`config.mk`:
```
export PLATFORM = sky130hd
export DESIGN_NAME = vector_dot
export DESIGN_NICKNAME = d
export VERILOG_FILES = /design/src/rtl/vector_dot.sv
export SDC_FILE = /design/constraint.sdc
export NUM_CORES = 2
export LEC_CHECK = 0
export CAP_MARGIN = 40
export CELL_PAD_IN_SITES_DETAIL_PLACEMENT = 0
export CELL_PAD_IN_SITES_GLOBAL_PLACEMENT = 1
export CORE_UTILIZATION = 41
export DETAILED_ROUTE_END_ITERATION = 10
export PLACE_DENSITY = 0.68
export SETUP_SLACK_MARGIN = 0.4
export SLEW_MARGIN = 20
export SYNTH_ARGS = -nofsm -noshare
export SYNTH_HDL_FRONTEND = slang
export SYNTH_SLANG_ARGS = --single-unit
```
`constraint.sdc`:
```
create_clock -name clk -period 28 [get_ports clk]
set_clock_uncertainty 0.05 [all_clocks]
set_input_delay 2.8 -clock clk [delete_from_list [all_inputs] [get_ports clk]]
set_output_delay 2.8 -clock clk [all_outputs]
set_load 0.02 [all_outputs]
```
`src/rtl/vector_dot.sv`:
```
// vector_dot: serial signed Q16.16 dot product, one MAC per cycle.
// Ports: clk, rst(sync,high), start, length, Ain, Bin -> Dout, done, overflow.
module vector_dot #(
  parameter int FRAC_BITS = 16
) (
  input  logic         clk,
  input  logic         rst,
  input  logic         start,
  input  logic         length,
  input  logic [191:0] Ain,
  input  logic [191:0] Bin,
  output logic [31:0]  Dout,
  output logic         done,
  output logic         overflow
);

  typedef enum logic [1:0] {
    S_IDLE,
    S_MAC,
    S_FINISH,
    S_DONE
  } state_t;

  localparam logic signed [66:0] MAXV =
    67'sh0_7FFF_FFFF;
  localparam logic signed [66:0] MINV =
    {{35{1'b1}}, 32'h8000_0000};

  state_t              r_state;
  logic [191:0]        r_a;
  logic [191:0]        r_b;
  logic [2:0]          r_n;
  logic [2:0]          r_k;
  logic signed [66:0]  r_acc;
  logic [31:0]         r_dout;
  logic                r_done;
  logic                r_ovf;

  logic [7:0]          w_sel;
  logic signed [31:0]  w_a;
  logic signed [31:0]  w_b;
  logic signed [63:0]  w_prod;
  logic signed [66:0]  w_r;

  // k selects the 32-bit lane; only k < N is ever used
  assign w_sel  = {r_k, 5'd0};
  assign w_a    = r_a[w_sel +: 32];
  assign w_b    = r_b[w_sel +: 32];
  assign w_prod = w_a * w_b;
  assign w_r    = r_acc >>> FRAC_BITS;

  always_ff @(posedge clk) begin
    if (rst) begin
      r_state <= S_IDLE;
      r_acc   <= '0;
      r_k     <= '0;
      r_dout  <= '0;
      r_done  <= 1'b0;
      r_ovf   <= 1'b0;
    end else begin
      unique case (r_state)
        S_IDLE: begin
          if (start) begin
            r_a     <= Ain;
            r_b     <= Bin;
            r_n     <= length ? 3'd6 : 3'd4;
            r_acc   <= '0;
            r_k     <= '0;
            r_state <= S_MAC;
          end
        end
        S_MAC: begin
          r_acc <= r_acc + {{3{w_prod[63]}}, w_prod};
          r_k   <= r_k + 3'd1;
          if (r_k == r_n - 3'd1)
            r_state <= S_FINISH;
        end
        S_FINISH: begin
          // saturate once, after the full-precision sum
          if (w_r > MAXV) begin
            r_dout <= 32'h7FFF_FFFF;
            r_ovf  <= 1'b1;
          end else if (w_r < MINV) begin
            r_dout <= 32'h8000_0000;
            r_ovf  <= 1'b1;
          end else begin
            r_dout <= w_r[31:0];
            r_ovf  <= 1'b0;
          end
          r_done  <= 1'b1;
          r_state <= S_DONE;
        end
        S_DONE: begin
          if (!start) begin
            r_done  <= 1'b0;
            r_state <= S_IDLE;
          end
        end
        default: r_state <= S_IDLE;
      endcase
    end
  end

  assign Dout     = r_dout;
  assign done     = r_done;
  assign overflow = r_ovf;

endmodule

```
**Yosys cells after proc, flatten, opt, wreduce, memory -nomap -nowiden**

Index checks and enable logic that the tools add are counted.

- $add $sub $neg: 3
- $mul: 1
- Magnitude comparators: 2
- Equality and inequality tests: 7
- Shift operators: 2
- Multiplexer cells: 15
- Bitwise logic cells: 1
- Reductions and logical operators: 7

Operators with widths:

| cell | count |
|---|---|
| 192-bit by 9-bit variable part select with 32-bit output | 2 |
| 67-bit one-hot mux with 2 select lines | 1 |
| 67-bit adder | 1 |
| 67-bit 2-to-1 mux | 1 |
| 32-bit by 32-bit multiplier with 64-bit output | 1 |
| 32-bit 2-to-1 mux | 2 |
| 51-bit by 32-bit greater-than comparator with 1-bit output, second input constant | 1 |
| 51-bit by 32-bit less-than comparator with 1-bit output, second input constant | 1 |
| 2-bit 2-to-1 mux | 4 |
| 2-bit one-hot mux with 4 select lines | 1 |
| 2-bit inequality test, second input constant | 3 |
| 3-bit one-hot mux with 2 select lines | 1 |
| 3-bit AND reduction | 2 |
| 2-bit == test, second input constant | 2 |
| 2-bit AND reduction | 2 |
| 2-bit nonzero test | 2 |
| 3-bit by 1-bit adder with 3-bit output, second input constant | 1 |
| 3-bit == test | 1 |
| 1-bit 2-to-1 mux | 3 |
| 3-bit 2-to-1 mux | 1 |
| 3-bit by 1-bit subtractor with 3-bit output, second input constant | 1 |
| 2-bit by 1-bit == test with 1-bit output, second input constant | 1 |
| 2-bit logical NOT | 1 |
| 1-bit one-hot mux with 2 select lines | 1 |
| 1-bit NOT | 1 |

- Register bits after elaboration: 493
- Bits of input ports: 388
- Output and inout bits: 34
- Logic and storage cells: 47

**Longest topological paths before layout**

- Depth in word-level cells: 4
- Gate-level depth with buffers: 48
- Gate-level depth less buffers: 42

**Worst setup path before layout**

OpenSTA, ideal clock, no wires.

- Path type: input to register
- Start point: input port rst
- End point: register r_a[0] (enable)
- Library setup time: 1.146 ns
- Data arrival time: 19.332 ns
- Required time: 26.804 ns
- Slack: 7.472 ns
- Cell stages on the path: 4
- Path buffers: 3
- Cells stage by stage: clkbuf_1 -> clkbuf_1 -> clkbuf_1 -> nor2_1

- Word-level cells in the longest chain between the ends: 2

Ends and longest elaborated chain:

| what | RTL line | RTL |
|---|---|---|
| from (decl) | 7 | `input logic rst,` |
| 1-bit NOT (no source line) | - |  |
| 3-bit AND reduction (no source line) | - |  |
| to (signal assigned) | 64 | `r_a <= Ain;` |
| to (decl) | 30 | `logic [191:0] r_a;` |

No other way between the ends.
A chain may end at the register's enable or synchronous reset.

**Worst setup path in the final report**

- Start point: register r_k[0]
- End point: register r_acc[60]

- Word-level cells in the longest chain between the ends: 4
- Elaborated cells on any way between the ends: 5
- Classes of those cells: add/sub: 1; mul: 1; shift: 2; mux: 1

Ends and longest elaborated chain:

| what | RTL line | RTL |
|---|---|---|
| from (decl) | 33 | `logic [2:0] r_k;` |
| from (signal assigned) | 74 | `r_k <= r_k + 3'd1;` |
| 192-bit by 9-bit variable part select with 32-bit output, on equally long branches | 47, 48 |  |
| 32-bit by 32-bit multiplier with 64-bit output * | 49 | `assign w_prod = w_a * w_b;` |
| 67-bit adder * | 73 | `r_acc <= r_acc + {{3{w_prod[63]}}, w_prod};` |
| 67-bit one-hot mux with 2 select lines * | 61 | `unique case (r_state)` |
| to (signal assigned) | 73 |  |
| to (decl) | 34 | `logic signed [66:0] r_acc;` |

Mark *: on every way between the ends. The rest lies on a longest branch, timed or not.

==> out/metrics.yaml <==
yosys:
  seq_area_frac_synth_pct: 24.19
  synth_edf_count: 385
  avgSynthCellArea_um2: 10.39
  synth_seq_cells: 491
  postSynthNetCount: 7173
  yosysTopAreaCellShare_pct: 38.34
  async_flop_share_pct: 0
  synth_ff_type: "edfxtp_1"
  yosys.area.top_type: "fa_1"
  yosysWarnings: 0
  yosysUniqueCellTypes: 83
  synth_area_um2: 56560
  synth.area.top_cells: "fa_1 (38%), edfxtp_1 (20%), inv_1 (6.4%)"
  netlist_instances: 5445
timing:
  hold_violations: 0
  hold_slack_ns: 0.4121
  worst_pin_slew_ns: 1.175
  setup_viol: 0
  slew_headroom_pct: 21.64
  rsz0062_at_grt: "false"
  tns_ns: 0
  final.period_utilization_pct: 50.01
  finalCriticalPeriod_ns: 14.00
  maxSlewViolCount: 0
  fmax_ghz: 0.07142
global_route:
  track_usage_pct: 26.04
  met3_usage_pct: 4.037
  grt_pass1_wl_mm: 269.4
  use_met2_pct: 45.48
  grt_overflow: 0
  grt_start_max_net_pins: 200
  grt_pass1_vias: 42930
  grt_use_met1_pct: 31.80
  busiest_layer: "met2"
  antenna_found_initial: 9
place:
  dp_hpwl_mm: 147.3
  dp.cells: 7524
  portBuffers: 421
  place_congestion: 0.9020
setup_path:
  startpoint_type: "flip-flop"
  crit_top_cell: "fa_1"
  crit_type: "reg2reg"
  critPathMaxStageDelay_ns: 1.04
  critPathBufInv: 8
  crit_arrival_ns: 14.52
  cp-end-kind: "flip-flop"
  critPathMaxFanout: 38
  critPathTopFamily: "adder cells"
  cp_slowest_cell: "fa_1"
  cp_data_required_time_ns: 28.52
min_path:
  worstHoldPathType: "reg2reg"
floorplan:
  start_util_pct: 41.54
  num_io_pins: 422
  rows: 135
  die_h_um: 373.4
  die_area_um2: 139400
  core_area_um2: 136100
  die_w_um: 373.4
route:
  drt-total-wl_mm: 181.2
  dr_total_vias: 40620
  vias_per_cell: 5.316
  drcViolationCount: 0
  drtIter0Drc: 2595
  first_pass_iters: 5
  antenna_left: 0
  wire_per_inst_um: 23.71
finish:
  final_common_cell: "fa_1"
  finalNonFillerCells: 7641
  final_layout_size_suffix_gt1_share_pct: 6.238
  final_cell_mix: "fa_1 (1083), inv_1 (958), nor2_1 (711)"
  area_delta_synth_final_pct: 16.33
  fin_util_pct: 48.32
  nets: 7533
clock_tree:
  path_clk_slew_ns: 0.07
  root_buffer: "clkbuf_16"
  cts_hold_buf: 0
  htree_num_levels: 2
  cts_made_buffers: 54
  post_cts_resized: 0
  cts_max_path_buffers: 3
  post-cts-setup-buffers: 0
  cts_tree: "yes"
  clkLatencyLatePin_ns: 0.69
  cts_sinks: 491
status:
  status: "finished clean"
flow_run:
  drv_cap: 0
[worst register-to-register path, delay by kind of cell (launching register included)]
| family | cells | cell delay [ns] |
|---|---|---|
| AOI/OAI and AO/OA | 8 | 2.52 |
| xor gates and xnor gates | 2 | 0.37 |
| adders and majority gates | 10 | 5.49 |
| buffers and inverters | 8 | 2.86 |
| DFF | 1 | 0.78 |
| muxes | 1 | 0.62 |
| and+or+nand+nor | 7 | 1.27 |
[registers in the layout, summed over array words and instances (netlist names)]
signal    cells
Dout         32
done          1
overflow      1
r_a         192
r_acc        67
r_b         192
r_k           3
r_n           1
r_state       2
[final timing paths]
| check | from | to | cells past startpoint | slack [ns] |
|---|---|---|---|---|
| worst max-delay path | r_k[0] | r_acc[60] | 36 | 14.00 |
| worst min register to register | r_acc[4] | r_acc[4] | 2 | 0.41 |
| worst max register to register | r_k[0] | r_acc[60] | 36 | 14.00 |
| worst min-delay path | r_acc[4] | r_acc[4] | 2 | 0.41 |
[Yosys cell counts, types with 9 or more instances]
library cell / n
xnor2_1: 80
nand2b_1: 27
inv_1: 958
buf_1: 20
nor2b_1: 18
nand4_1: 22
nor4_1: 9
nor2_1: 712
a21oi_1: 230
buf_2: 11
o21bai_1: 29
a21o_1: 118
mux2i_1: 66
edfxtp_1: 385
fa_1: 1083
a22oi_1: 35
and3_1: 13
dfxtp_1: 106
ha_1: 257
and2_1: 22
or2_2: 9
o21ai_1: 15
mux4_2: 64
o21ai_0: 96
clkbuf_1: 209
nand2_1: 597
a31oi_1: 14
o21a_1: 18
nand3_1: 28
xor2_1: 47
a211oi_1: 13
nor3_1: 48
[layer usage]
layer	share of wire, %	vias to the layer above	wire (µm)
met5	0.026	-	47
met4	4.7	8	8606
met3	6.0	335	10870
met2	51	1235	92580
met1	38	21200	69090
li1	-	17850	-
[cells by family after synthesis]
group / after synthesis / synth area share, %
adder cells (fa/ha/maj): 1340 / 44.02
AO/OA/AOI/OAI: 631 / 7.122
XOR/XNOR: 127 / 1.967
flip-flops: 491 / 24.19
buffers and inverters: 1204 / 8.029
AND/OR/NAND/NOR: 1522 / 10.95
multiplexers: 130 / 3.717
[metrics by stage]
stage | instance area, µm² | worst slack, ns
after floorplan | 56560 | 7.472
after global placement | 63060 | 13.79
after detailed placement | 63730 | 13.87
after CTS | 65660 | 13.89
after global routing | 65780 | 13.08
final | 65790 | 14.00
[area by class of cell]
cell class	instances	area [µm²]
timing repair buffer	546	5644
inverter	962	3613
clock inverter	39	515.5
antenna	9	22.52
fill	12680	70350
sequential	491	13690
clock buffer	63	1415
tap	1781	2228
multi-input combinational	3750	38660
Power is left out: the tool's default activity adds up to more than one toggle a clock period on the data nets, which glitch-free logic cannot reach.
